[config.mk]
export PLATFORM = sky130hd
export DESIGN_NAME = isa_sequencer
export DESIGN_NICKNAME = d
export VERILOG_FILES = /design/src/rtl/isa_sequencer.sv
export SDC_FILE = /design/constraint.sdc
export NUM_CORES = 1
export LEC_CHECK = 0
export BUFFER_PORTS_ARGS = -buffer_cell sky130_fd_sc_hd__buf_2
export CORE_UTILIZATION = 60
export CTS_CLUSTER_SIZE = 40
export DETAILED_ROUTE_END_ITERATION = 7
export PLACE_DENSITY = 0.86
export SLEW_MARGIN = 0
export SYNTH_ARGS = -nofsm -noshare
export SYNTH_HDL_FRONTEND = slang
export SYNTH_SLANG_ARGS = --single-unit
[constraint.sdc]
create_clock -name clk -period 5.6 [get_ports clk]
set_input_delay 1.12 -clock clk [delete_from_list [all_inputs] [get_ports clk]]
set_output_delay 1.12 -clock clk [all_outputs]
set_load 0.1 [all_outputs]
[src/rtl/isa_sequencer.sv]
// ============================================================================
// Module   : isa_sequencer
// Brief    : Runs a loadable program of 20-bit instructions into the ISA
//            datapath and streams each settled 32-bit result out (valid/ready).
// Revision : 1.0
// ============================================================================
`default_nettype none

module isa_sequencer #(
    parameter int DEPTH  = 16,
    parameter int SETTLE = 2,
    parameter int AW     = 4
) (
    input  logic          clk,
    input  logic          rst,
    input  logic          prog_we,
    input  logic [AW-1:0] prog_addr,
    input  logic [19:0]   prog_data,
    input  logic          start,
    input  logic [AW:0]   len,
    output logic          busy,
    output logic          done,
    output logic [19:0]   instruccion,
    input  logic [31:0]   salida,
    output logic          res_valid,
    input  logic          res_ready,
    output logic [31:0]   res_data,
    output logic [AW-1:0] res_idx
);

    localparam logic [1:0] S_IDLE   = 2'd0;
    localparam logic [1:0] S_SETTLE = 2'd1;
    localparam logic [1:0] S_OUT    = 2'd2;

    localparam int              CW         = (SETTLE > 1) ? $clog2(SETTLE) : 1;
    localparam logic [CW-1:0]   c_CNT_LAST = CW'(SETTLE - 1);
    localparam logic [AW:0]     c_DEPTH    = (AW + 1)'(DEPTH);

    logic [1:0]    r_state;
    logic [1:0]    w_next;
    logic [AW-1:0] r_pc;
    logic [CW-1:0] r_cnt;
    logic [AW:0]   r_len;
    logic          r_busy;
    logic          r_done;
    logic [19:0]   r_instr;
    logic          r_res_valid;
    logic [31:0]   r_res_data;
    logic [AW-1:0] r_res_idx;
    logic [19:0]   r_mem [DEPTH];

    logic          w_accept;
    logic          w_empty;
    logic          w_capture;
    logic          w_hs;
    logic          w_last;
    logic [AW-1:0] w_pc_nxt;
    logic [AW:0]   w_len_clamp;

    // Program store has no reset; contents survive across runs and resets.
    always_ff @(posedge clk) begin
        if (prog_we && !r_busy) begin
            r_mem[prog_addr] <= prog_data;
        end
    end

    always_ff @(posedge clk) begin
        if (rst) begin
            r_state <= S_IDLE;
        end else begin
            r_state <= w_next;
        end
    end

    always_comb begin
        w_next = r_state;
        case (r_state)
            S_IDLE:   if (w_accept)  w_next = S_SETTLE;
            S_SETTLE: if (w_capture) w_next = S_OUT;
            S_OUT:    if (w_hs)      w_next = w_last ? S_IDLE : S_SETTLE;
            default:                 w_next = S_IDLE;
        endcase
    end

    always_comb begin
        w_accept    = (r_state == S_IDLE) && start && (len != '0);
        w_empty     = (r_state == S_IDLE) && start && (len == '0);
        w_capture   = (r_state == S_SETTLE) && (r_cnt == c_CNT_LAST);
        w_hs        = (r_state == S_OUT) && res_ready;
        w_last      = ({1'b0, r_pc} == (r_len - (AW + 1)'(1)));
        w_pc_nxt    = r_pc + AW'(1);
        w_len_clamp = (len > c_DEPTH) ? c_DEPTH : len;
    end

    always_ff @(posedge clk) begin
        if (rst) begin
            r_pc        <= '0;
            r_cnt       <= '0;
            r_len       <= '0;
            r_busy      <= 1'b0;
            r_done      <= 1'b0;
            r_instr     <= '0;
            r_res_valid <= 1'b0;
            r_res_data  <= '0;
            r_res_idx   <= '0;
        end else begin
            r_done <= w_empty || (w_hs && w_last);
            if (w_accept) begin
                r_len   <= w_len_clamp;
                r_pc    <= '0;
                r_instr <= r_mem[0];
                r_cnt   <= '0;
                r_busy  <= 1'b1;
            end
            if (r_state == S_SETTLE) begin
                r_cnt <= r_cnt + CW'(1);
            end
            if (w_capture) begin
                r_res_data  <= salida;
                r_res_idx   <= r_pc;
                r_res_valid <= 1'b1;
            end
            if (w_hs) begin
                r_res_valid <= 1'b0;
                if (w_last) begin
                    r_busy <= 1'b0;
                end else begin
                    r_pc    <= w_pc_nxt;
                    r_instr <= r_mem[w_pc_nxt];
                    r_cnt   <= '0;
                end
            end
        end
    end

    assign busy        = r_busy;
    assign done        = r_done;
    assign instruccion = r_instr;
    assign res_valid   = r_res_valid;
    assign res_data    = r_res_data;
    assign res_idx     = r_res_idx;

endmodule

`default_nettype wire

==> qor.csv <==
stage,metric,value,unit
outcome,status,finished clean,
logic_synthesis,ys_ff_latch,391,
worst_setup_path,rr_endpoint,instruccion[2],
power,power.density,347,nW/um^2
worst_setup_path,cp-startpoint,r_pc[0],
worst_setup_path,cpMostUsedCell,mux4_2,
place,hpwl,18900,um
floorplanning,io_pins,125,
timing,fin_worst_skew,0.0237,ns
timing,final_max_slew_viol_count,0,
clock_network,clock_latency,0.54,ns
timing,timing.setup.tns,0,ns
drt,drc,0,
floorplanning,die_h,161,um
power,power_leakage,0.00574,uW
clock_network,holdBufCountCts,0,
place,place_area,16300,um^2
drt,routed_wl,33900,um
finish,ff_latch_area,11000,um^2
timing,setup_viol,0,
finish,area_growth,14.6,%
clock_network,clkSinkCount,391,
clock_network,cts_tree,built,
place,numPortBuffers,124,
floorplanning,die-area,26000,um^2
power,p_seq_frac,0.531,
logic_synthesis,synth_enable_flop_cells,320,
clock_network,cts_inserted_buffers,39,
logic_synthesis,synth_area_leaders,"edfxtp_1 63%, mux4_2 15%, dfxtp_1 9.3%",
logic_synthesis,yosys_warnings,0,
logic_synthesis,ys_seq_area_frac,0.725,
worst_setup_path,worstPathRequired,5.96,ns
logic_synthesis,ys_types,45,
logic_synthesis,synth_top_area_frac,0.631,
logic_synthesis,synth_cells,810,
drt,wl_per_cell,26.1,um
logic_synthesis,syn_area,15200,um^2
timing,max_freq,289,MHz
power,pwr-share-clk,0.410,
logic_synthesis,synthesis.nets,878,
power,p_total,6050,uW
drt,vias,8335,
drt,first_pass_iters,5,
worst_hold_path,holdPathEnd,res_data[19],
floorplanning,start_util,0.619,
power,vdd_drop_max,0.000276,V
worst_setup_path,r2r_slack,2.14,ns
floorplanning,die_w,161,um
finish,multi_input_area,4010,um^2
floorplanning,row_count,57,
logic_synthesis,synth.avg_cell_area,18.8,um^2
timing,max_slew.worst_pin.slew,1.32,ns
drt,avgViaCountPerCell,6.43,
floorplanning,core,24600,um^2
worst_hold_path,hold_start,res_data[19],
worst_hold_path,min_path_type,reg -> reg,
worst_setup_path,crit_chain,ha_4 -> buf_4 -> mux4_2 -> mux4_2 -> nor3_1 -> a211oi_2,
drt,drt_iter0_drc,933,
clock_network,cts_resized,0,
grt,grt_max_degree,64,
clock_network,clk_path_buf_depth,3,
logic_synthesis,synth-main-ff-cell,edfxtp_1,
grt,grt_pass1_vias,8328,
grt,grt_antenna_before_repair,2,
clock_network,htreeDepth,2,
grt,grt-ovfl-total,0,
power,internal_power,4700,uW
finish,finalInstanceArea,17400,um^2
clock_network,cts_setup_buffers,0,
power,combPwrFrac,0.059,
worst_setup_path,crit_path_max_fanout,48,
worst_setup_path,path_delay_family,multiplexers,
finish,fillCellCount,1466,
worst_setup_path,slowest_delay,0.91,ns
flow_run,maxCapViolations,0,
timing,rsz0062_at_grt,no,
timing,slew_headroom,0.117,
worst_setup_path,cpMaxStageDelayCell,dfxtp_4,
worst_hold_path,hold_depth,2,
place,gp_congestion,0.759,
timing,period_needed,3.46,ns
clock_network,cts-root-buf,clkbuf_16,
grt,grt_usage,0.268,
timing,fin_crit_sh,0.618,
worst_setup_path,reg2reg_depth,6,
worst_setup_path,reg2reg_from,r_pc[0],
worst_setup_path,worstPathArrival,3.82,ns
worst_setup_path,cp_num_buf_inv,1,
finish,finalNetCount,1015,
worst_setup_path,worstSetupPathType,reg -> reg,
worst_setup_path,end_kind,register,
worst_setup_path,start_kind,register,
grt,grt_pass1_wl,50400,um
clock_network,clkTransAtPathRegs,0.06,ns
timing,hold_violations,0,
power,power.switching,1350,uW
power,swShare,0.223,
logic_synthesis,yosysTopAreaCell,edfxtp_1,
logic_synthesis,async_flop_share,0,
drt,postRouteAntennaNets,0,
finish,layout-drive-gt1-share,0.364,
==> synthesized netlist by cell type (3+ instances only) <==
cell type and instances:
o211ai_2 3, buf_6 10, nor3_2 4, clkbuf_1 18
nor2_1 23, mux4_2 100, mux2i_1 20, nand2b_1 4
a211oi_2 20, inv_1 5, or3_1 3, dfxtp_1 71
nand3_1 6, xnor2_1 6, edfxtp_1 320, nand2_1 80
a21oi_1 42, nor3_1 22, buf_2 21
==> cell families after synthesis <==
family	synth area share
AND/OR/NAND/NOR	0.0471
adder cells (fa/ha/maj)	0.00164
buffers and inverters	0.0202
AO/OA/AOI/OAI	0.0412
flip-flops	0.725
multiplexers	0.161
XOR/XNOR	0.00403
==> sequential cells by signal, summed over array words and instances, names as in the netlist <==
register,flops
done,1
r_mem,320
instruccion,20
r_cnt,1
res_data,32
r_pc,4
r_state,2
res_valid,1
busy,1
r_len,5
res_idx,4
==> tightest hold or removal path, stage by stage (launching register included) <==
cell and delay [ns]:
dfxtp_1 0.30, nand2_1 0.05, a21oi_1 0.05
==> power groups by stage <==
stage | Combinational (uW) | Clock [uW] | Sequential (uW)
final | 357 | 2480 | 3210
after detailed placement | 355 | 0 | 3270
after floorplan | 119 | 0 | 3390
after global routing | 375 | 2600 | 3220
after CTS | 357 | 2500 | 3210
after global placement | 346 | 0 | 3270
==> layout make-up <==
class,instances,area share
flip-flops and latches,391,0.633
multi-input cells,364,0.230
clock buffers,51,0.0609
repair buffers,146,0.0450
well taps,324,0.0232
clock inverters,14,0.00717
inverters,5,0.00108
diodes,2,0.000287
==> cell usage in the layout, fill, tap and decap left out, drive strengths merged, types with 21 or more instances in the layout <==
cell	synthesis	routed
a21oi	44	44
edfxtp	320	320
nand2	80	80
buf	32	146
clkbuf	18	51
nor3	26	26
dfxtp	71	71
mux4	100	100
nor2	23	23
a211oi	21	21
==> how the worst max path moves through the flow <==
stage / endpoint / slack, ns / cells after the start
2_1_floorplan: r_mem[0][0] / 2.22 / 2
3_3_place_gp: instruccion[1] / 2.16 / 6
3_5_place_dp: instruccion[14] / 2.06 / 6
4_1_cts: instruccion[13] / 2.03 / 6
5_1_grt: instruccion[13] / 1.89 / 6
6_report: instruccion[2] / 2.14 / 6
==> layer usage <==
| metal | wire, um | global-route usage | part of all wire | up-vias |
|---|---|---|---|---|
| met5 | 0 | 0 | 0 | - |
| met4 | 910 | 0.0939 | 0.027 | 0 |
| met3 | 3170 | 0.0562 | 0.094 | 77 |
| met2 | 16700 | 0.438 | 0.49 | 506 |
| met1 | 13100 | 0.364 | 0.39 | 4249 |
| li1 | - | - | - | 3503 |
==> metrics by stage <==
step,setup WS [ns],util,std cells,hold WS (ns)
6_report,2.14,0.709,1297,0.452
5_1_grt,1.89,0.709,1296,0.466
4_1_cts,2.03,0.709,1295,0.453
3_5_place_dp,2.06,0.661,1230,0.444
3_3_place_gp,2.16,0.661,1230,0.439
2_1_floorplan,2.22,-,810,0.445
(Power assumes the default switching activity.)
